$ cat config.mk
export PLATFORM = sky130hd
export DESIGN_NAME = wshb_arbiter_flat
export DESIGN_NICKNAME = d
export VERILOG_FILES = /design/src/rtl/wshb_if.sv /design/src/rtl/wshb_arbiter.sv /design/src/flat_wrapper.sv
export SDC_FILE = /design/constraint.sdc
export NUM_CORES = 1
export LEC_CHECK = 0
export CORE_AREA = 8 8 122 124
export CTS_CLUSTER_SIZE = 24
export DETAILED_ROUTE_END_ITERATION = 6
export DIE_AREA = 0 0 130 132
export PLACE_DENSITY = 0.74
export SYNTH_ARGS = -nofsm -noshare
export SYNTH_HDL_FRONTEND = slang
export SYNTH_SLANG_ARGS = --single-unit
export TNS_END_PERCENT = 20
$ cat constraint.sdc
create_clock -name clk -period 4.74 [get_ports clk]
set_clock_uncertainty 0.15 [all_clocks]
set_input_delay 1.185 -clock clk [delete_from_list [all_inputs] [get_ports clk]]
set_output_delay 1.185 -clock clk [all_outputs]
set_load 0.02 [all_outputs]
$ cat src/rtl/wshb_if.sv
// wshb_if: Wishbone B4 bus bundle; master drives requests, slave drives responses.
interface wshb_if #(
    parameter int AW = 32,
    parameter int DW = 32
) ();
    logic            cyc;
    logic            stb;
    logic            we;
    logic [AW-1:0]   adr;
    logic [DW-1:0]   dat_w;
    logic [DW/8-1:0] sel;
    logic [2:0]      cti;
    logic [1:0]      bte;
    logic            ack;
    logic            err;
    logic [DW-1:0]   dat_r;
    modport master (output cyc, stb, we, adr, dat_w, sel, cti, bte, input ack, err, dat_r);
    modport slave (input cyc, stb, we, adr, dat_w, sel, cti, bte, output ack, err, dat_r);
endinterface

$ cat src/rtl/wshb_arbiter.sv
// wshb_arbiter: two-master Wishbone B4 arbiter sharing one slave port, round-robin
// with a bounded hold so a long writer burst cannot starve the other master.
module wshb_arbiter #(
    parameter int MAX_HOLD = 64,
    parameter int AW       = 32,
    parameter int DW       = 32
) (
    input  logic       clk,
    input  logic       nrst,
    wshb_if.slave      m0,
    wshb_if.slave      m1,
    wshb_if.master     s,
    output logic [1:0] gnt
);
    localparam int HW = $clog2(MAX_HOLD + 1);
    localparam logic [HW-1:0] HOLD_MAX = HW'(MAX_HOLD);

    typedef enum logic [1:0] {IDLE, OWN0, OWN1} state_t;

    state_t          state_q, state_d, other;
    logic            last_q, last_d, drop_q, drop_d;
    logic [HW-1:0]   hold_q, hold_d, hold_inc;
    logic            own1, active, cyc_x, cyc_y, stb_x, beat, boundary;
    logic [2:0]      cti_x;
    logic [AW-1:0]   adr_x;
    logic [DW-1:0]   dat_x;
    logic [DW/8-1:0] sel_x;

    if (MAX_HOLD < 1) begin : g_bad_hold
        $error("wshb_arbiter: MAX_HOLD must be at least 1");
    end

    always_comb begin
        own1     = state_q == OWN1;
        // drop_q marks the single bus-idle cycle between a pre-emption and the handoff
        active   = state_q != IDLE && !drop_q;
        cyc_x    = own1 ? m1.cyc : m0.cyc;
        cyc_y    = own1 ? m0.cyc : m1.cyc;
        stb_x    = own1 ? m1.stb : m0.stb;
        cti_x    = own1 ? m1.cti : m0.cti;
        adr_x    = own1 ? m1.adr : m0.adr;
        dat_x    = own1 ? m1.dat_w : m0.dat_w;
        sel_x    = own1 ? m1.sel : m0.sel;
        other    = own1 ? OWN0 : OWN1;
        beat     = active && (s.ack || s.err);
        hold_inc = hold_q == HOLD_MAX ? hold_q : hold_q + HW'(beat);
        boundary = !stb_x || (beat && (cti_x == 3'b000 || cti_x == 3'b111));
        state_d  = state_q;
        last_d   = last_q;
        hold_d   = hold_q;
        drop_d   = 1'b0;
        if (state_q == IDLE) begin
            state_d = m0.cyc && (!m1.cyc || last_q) ? OWN0 : m1.cyc ? OWN1 : IDLE;
            hold_d  = '0;
        end else if (drop_q || !cyc_x) begin
            state_d = cyc_y ? other : (drop_q && cyc_x) ? state_q : IDLE;
            hold_d  = '0;
            last_d  = own1;
        end else begin
            hold_d = hold_inc;
            drop_d = hold_inc == HOLD_MAX && cyc_y && boundary;
        end
        s.cyc    = active && cyc_x;
        s.stb    = active && stb_x;
        s.we     = active && (own1 ? m1.we : m0.we);
        s.adr    = active ? adr_x : '0;
        s.dat_w  = active ? dat_x : '0;
        s.sel    = active ? sel_x : '0;
        s.cti    = active ? cti_x : 3'b000;
        s.bte    = active ? (own1 ? m1.bte : m0.bte) : 2'b00;
        m0.ack   = active && !own1 && s.ack;
        m0.err   = active && !own1 && s.err;
        m1.ack   = active && own1 && s.ack;
        m1.err   = active && own1 && s.err;
        m0.dat_r = s.dat_r;
        m1.dat_r = s.dat_r;
        gnt      = {state_q == OWN1, state_q == OWN0};
    end

    always_ff @(posedge clk or negedge nrst) begin
        if (!nrst) begin
            state_q <= IDLE;
            last_q  <= 1'b1;
            hold_q  <= '0;
            drop_q  <= 1'b0;
        end else begin
            state_q <= state_d;
            last_q  <= last_d;
            hold_q  <= hold_d;
            drop_q  <= drop_d;
        end
    end
endmodule

$ cat src/flat_wrapper.sv
// flat-port wrapper written by rule: the top's interface ports become plain ports
module wshb_arbiter_flat 
#(
    parameter int MAX_HOLD = 64,
    parameter int AW       = 32,
    parameter int DW       = 32
)
  (clk, nrst, gnt, m0_cyc, m0_stb, m0_we, m0_adr, m0_dat_w, m0_sel, m0_cti, m0_bte, m0_ack, m0_err, m0_dat_r, m1_cyc, m1_stb, m1_we, m1_adr, m1_dat_w, m1_sel, m1_cti, m1_bte, m1_ack, m1_err, m1_dat_r, s_cyc, s_stb, s_we, s_adr, s_dat_w, s_sel, s_cti, s_bte, s_ack, s_err, s_dat_r);
  wshb_if #(.AW(AW), .DW(DW)) m0_i ();
  wshb_if #(.AW(AW), .DW(DW)) m1_i ();
  wshb_if #(.AW(AW), .DW(DW)) s_i ();
  input  logic clk;
  input  logic nrst;
  output logic [1:0] gnt;
  input wire logic [$bits(m0_i.cyc)-1:0] m0_cyc;
  input wire logic [$bits(m0_i.stb)-1:0] m0_stb;
  input wire logic [$bits(m0_i.we)-1:0] m0_we;
  input wire logic [$bits(m0_i.adr)-1:0] m0_adr;
  input wire logic [$bits(m0_i.dat_w)-1:0] m0_dat_w;
  input wire logic [$bits(m0_i.sel)-1:0] m0_sel;
  input wire logic [$bits(m0_i.cti)-1:0] m0_cti;
  input wire logic [$bits(m0_i.bte)-1:0] m0_bte;
  output wire logic [$bits(m0_i.ack)-1:0] m0_ack;
  output wire logic [$bits(m0_i.err)-1:0] m0_err;
  output wire logic [$bits(m0_i.dat_r)-1:0] m0_dat_r;
  input wire logic [$bits(m1_i.cyc)-1:0] m1_cyc;
  input wire logic [$bits(m1_i.stb)-1:0] m1_stb;
  input wire logic [$bits(m1_i.we)-1:0] m1_we;
  input wire logic [$bits(m1_i.adr)-1:0] m1_adr;
  input wire logic [$bits(m1_i.dat_w)-1:0] m1_dat_w;
  input wire logic [$bits(m1_i.sel)-1:0] m1_sel;
  input wire logic [$bits(m1_i.cti)-1:0] m1_cti;
  input wire logic [$bits(m1_i.bte)-1:0] m1_bte;
  output wire logic [$bits(m1_i.ack)-1:0] m1_ack;
  output wire logic [$bits(m1_i.err)-1:0] m1_err;
  output wire logic [$bits(m1_i.dat_r)-1:0] m1_dat_r;
  output wire logic [$bits(s_i.cyc)-1:0] s_cyc;
  output wire logic [$bits(s_i.stb)-1:0] s_stb;
  output wire logic [$bits(s_i.we)-1:0] s_we;
  output wire logic [$bits(s_i.adr)-1:0] s_adr;
  output wire logic [$bits(s_i.dat_w)-1:0] s_dat_w;
  output wire logic [$bits(s_i.sel)-1:0] s_sel;
  output wire logic [$bits(s_i.cti)-1:0] s_cti;
  output wire logic [$bits(s_i.bte)-1:0] s_bte;
  input wire logic [$bits(s_i.ack)-1:0] s_ack;
  input wire logic [$bits(s_i.err)-1:0] s_err;
  input wire logic [$bits(s_i.dat_r)-1:0] s_dat_r;
  assign m0_i.cyc = m0_cyc;
  assign m0_i.stb = m0_stb;
  assign m0_i.we = m0_we;
  assign m0_i.adr = m0_adr;
  assign m0_i.dat_w = m0_dat_w;
  assign m0_i.sel = m0_sel;
  assign m0_i.cti = m0_cti;
  assign m0_i.bte = m0_bte;
  assign m0_ack = m0_i.ack;
  assign m0_err = m0_i.err;
  assign m0_dat_r = m0_i.dat_r;
  assign m1_i.cyc = m1_cyc;
  assign m1_i.stb = m1_stb;
  assign m1_i.we = m1_we;
  assign m1_i.adr = m1_adr;
  assign m1_i.dat_w = m1_dat_w;
  assign m1_i.sel = m1_sel;
  assign m1_i.cti = m1_cti;
  assign m1_i.bte = m1_bte;
  assign m1_ack = m1_i.ack;
  assign m1_err = m1_i.err;
  assign m1_dat_r = m1_i.dat_r;
  assign s_cyc = s_i.cyc;
  assign s_stb = s_i.stb;
  assign s_we = s_i.we;
  assign s_adr = s_i.adr;
  assign s_dat_w = s_i.dat_w;
  assign s_sel = s_i.sel;
  assign s_cti = s_i.cti;
  assign s_bte = s_i.bte;
  assign s_i.ack = s_ack;
  assign s_i.err = s_err;
  assign s_i.dat_r = s_dat_r;
  wshb_arbiter #(.MAX_HOLD(MAX_HOLD), .AW(AW), .DW(DW)) u_core (.clk(clk), .nrst(nrst), .m0(m0_i), .m1(m1_i), .s(s_i), .gnt(gnt));
endmodule
==> key figures <==
Critical path
  – CP cell instances: clkdlybuf4s50_1, nand2_1, o21ai_1, nand2_1, inv_1, clkdlybuf4s50_1
  – Startpoint Class: input pin
  – Critical path's largest stage delay: 0.60 ns
  – CP Buf/Inv Count: 3
  – Crit. End Element: output pin
  – CP max-delay cell: clkdlybuf4s50_1
  – Max FO, Critical Path: 6
  – CP Depth: 6
  – Depth of the most critical reg-to-reg path: 8
  – Critical path's top delay family: buffers and inverters
  – CP arrival: 2.77 ns
  – Worst Path Class, Setup: input pin to output pin
  – CP required: 3.40 ns

Synth
  – Post-synth EDFFs: 0
  – Synth Area in Adders: 1.24%
  – Avg Cell Area, Syn: 7.94 sq um
  – Largest family of logic cells by synthesized area: compound AO/OA/AOI/OAI gates
  – Synth Instances: 255
  – Post-synthesis mux area share: 0.494%
  – Synth cell types: 33
  – Register area share after synthesis: 13.7%
  – Synthesized Nets: 445
  – XOR/XNOR share of the synthesized area: 2.16%
  – #FFs+latches synth: 11
  – YS warnings: 0
  – Async SR Flop Fraction: 100%
  – Main synth FF type: dfrtp_1
  – Synth Area in Compound Gates: 36.2%
  – Synth Cell Area: 0.00203 sq mm
  – Synth Area in Simple Gates: 14.1%

Power and ir drop
  – Total Power: 843 uW
  – Register share of total power: 13.3%
  – Clock power share: 18.3%
  – Pwr per Cell Area: 205 mW/mm^2
  – VDD IR max: 0.197 mV
  – P_sw: 306 uW
  – Comb power frac: 68.4%
  – Sw frac: 36.3%
  – P_int: 537 uW
  – Leakage: 0.00159 uW

Detailed routing
  – Total Wirelength: 11200 um
  – Via/cell ratio: 4.34
  – Remaining DRCs: 0
  – Detailed Route Iter0 Violations: 65
  – DRT Pass-1 Iters: 4
  – Via count: 2558
  – Antenna Nets Post-Route: 0
  – DR WL/cell: 19.0 um

Die
  – Initial Util: 15.6%
  – Die area: 0.0172 sq mm
  – Io pins: 334
  – Die width: 130 um
  – Cell row count: 42
  – Die H: 132 um
  – Core area: 0.0130 sq mm

Timing
  – Setup violators final: 0
  – Peak Freq: 243 MHz
  – RSZ-0062 raised after global routing: false
  – Period utilisation layout: 86.7%
  – Setup Total Neg Slack: 0 ns
  – Min cycle time layout: 4.11 ns
  – Max-slew violation count: 0
  – Max_slew headroom: 61.4%
  – Worst-Margin Slew: 0.580 ns
  – Hold Fails Final Rpt: 0
  – Post-route setup slack: 0.633 ns

Placement
  – Placed Area: 0.00403 sq mm
  – Post-Place Worst Slack: 0.626 ns
  – Port buffer count: 237
  – Dpl cells: 585
  – GPL Wtd Cong: 0.903
  – Post-DP HPWL: 9600 um

Worst hold path
  – WHS Path Cells: 2
  – Worst hold path type: flip-flop to flip-flop

Job
  – Maxcap violations: 0

Final layout
  – Design area: 0.00411 sq mm
  – Syn-to-layout area delta: 103%
  – Filler cell count: 1355
  – Fin cells: 589
  – Fin nets: 604
  – Layout cells sized above 1: 2.42%
  – Number of diodes: 0

Clock network
  – Cts-stage hold buffer count: 0
  – CTS tree: yes
  – Clock Sinks: 11
  – CTS H-tree lvls: 1
  – Root Buffer: clkbuf_16
  – Clk slew on worst S/H paths: 0.04 ns
  – Clock buffer depth: 2
  – Post-CTS Setup Bufs: 0
  – Clk_lat worst skew: 0.24 ns
  – Total CTS buffers: 3
  – PostCTS Resize Cnt: 0

GRT
  – Global Route Usage Sum: 11.8%
  – Grt ovf: 0
  – Vias in the first global route: 2657
  – Initial antenna violation count: 0
  – Largest net degree at the start of global routing: 72
  – First-pass GRT wire length: 16000 um

Run status
  – Status: finished, final reports clean
-- cell families after synthesis --
| logic type | Yosys count |
|---|---|
| buffers and inverters | 89 |
| AOI/OAI and AO/OA | 88 |
| and+or+nand+nor | 59 |
| DFF | 11 |
| xor gates and xnor gates | 5 |
| adders and majority gates | 2 |
| muxes | 1 |
-- per-stage QoR --
| step | util, % | hold WS (ns) |
|---|---|---|
| after floorplan | - | 0.366 |
| after global placement | 31.0 | 0.406 |
| after detailed placement | 31.0 | 0.420 |
| after CTS | 31.6 | 0.429 |
| after global routing | 31.6 | 0.451 |
| final | 31.6 | 0.426 |
-- cells in the mapped netlist (2+ instances only) --
master / count / area share, %
nand2_1: 10 / 1.9
and3_1: 4 / 1.2
dfrtp_1: 10 / 12
a22o_1: 72 / 31
buf_6: 8 / 4.4
xnor2_1: 3 / 1.3
buf_4: 67 / 25
inv_1: 3 / 0.56
nor2_1: 24 / 4.4
a21oi_1: 6 / 1.5
clkbuf_1: 7 / 1.3
ha_1: 2 / 1.2
o41ai_1: 2 / 0.86
buf_2: 4 / 0.99
xor2_1: 2 / 0.86
o21ai_1: 3 / 0.74
nor3_1: 4 / 0.99
nand3_1: 3 / 0.74
and2_1: 5 / 1.5
nor2b_1: 3 / 0.93
-- metal layers --
layer,global-route usage (%),share of wire (%)
met1,12.9,37
met2,19.6,46
met3,5.99,14
met4,2.97,2.1
met5,0,0
-- state kept, by name (all words and copies together) (netlist names) --
signal and cells:
u_core.drop_q 1, u_core.last_q 1, u_core.state_q 2, u_core.hold_q 7
-- tightest hold or removal path, stage by stage (launching register included) --
cell	delay (ns)
dfrtp_1	0.36
xnor2_1	0.09
nor2_1	0.08
-- power by group through the flow --
| stage | logic (uW) | registers (uW) | clock network, uW |
|---|---|---|---|
| final | 577 | 112 | 154 |
| after global routing | 610 | 113 | 160 |
| after CTS | 583 | 112 | 156 |
| after detailed placement | 581 | 114 | 0 |
| after global placement | 576 | 113 | 0 |
| after floorplan | 350 | 106 | 0 |
-- layout make-up --
| class | instances | area [sq um] | area share [%] |
|---|---|---|---|
| tap | 176 | 220 | 5.36 |
| inverter | 3 | 11.3 | 0.274 |
| clock buffer | 4 | 78.8 | 1.92 |
| multi-input combinational | 155 | 1100 | 26.8 |
| timing repair buffer | 240 | 2420 | 58.9 |
| sequential | 11 | 277 | 6.73 |
-- final timing paths --
| kind | startpoint | to | slack, ns |
|---|---|---|---|
| max reg2reg | u_core.state_q[0] | u_core.drop_q | 2.22 |
| min reg2reg | u_core.hold_q[6] | u_core.hold_q[6] | 0.43 |
| min | u_core.hold_q[6] | u_core.hold_q[6] | 0.43 |
| min in group asynchronous | nrst | u_core.hold_q[6] | 1.13 |
| max | m1_cyc | s_cyc | 0.63 |
| max in group asynchronous | nrst | u_core.last_q | 2.96 |
-- cell usage in the layout (no fill, tap or decap) --
master,instances
nand2_1,10
a31oi_1,1
buf_12,2
buf_4,1
ha_1,2
clkbuf_1,1
nor2_1,24
nand4_1,1
xnor2_1,3
xor2_1,2
or2_1,1
and2b_2,1
nor2_2,1
clkdlybuf4s50_1,237
o21ai_1,3
and3_1,4
nand3_1,3
nor3_1,4
mux2i_1,1
o41ai_1,2
and2_1,4
o31ai_1,1
a21oi_1,6
dfstp_2,1
inv_1,3
and4b_1,1
dfrtp_1,10
and2_2,1
a22o_1,72
o2111ai_1,1
clkbuf_16,3
and4bb_1,1
o211ai_1,1
a32o_1,1
nor2b_1,3
Power figures use the tool's default switching activity.
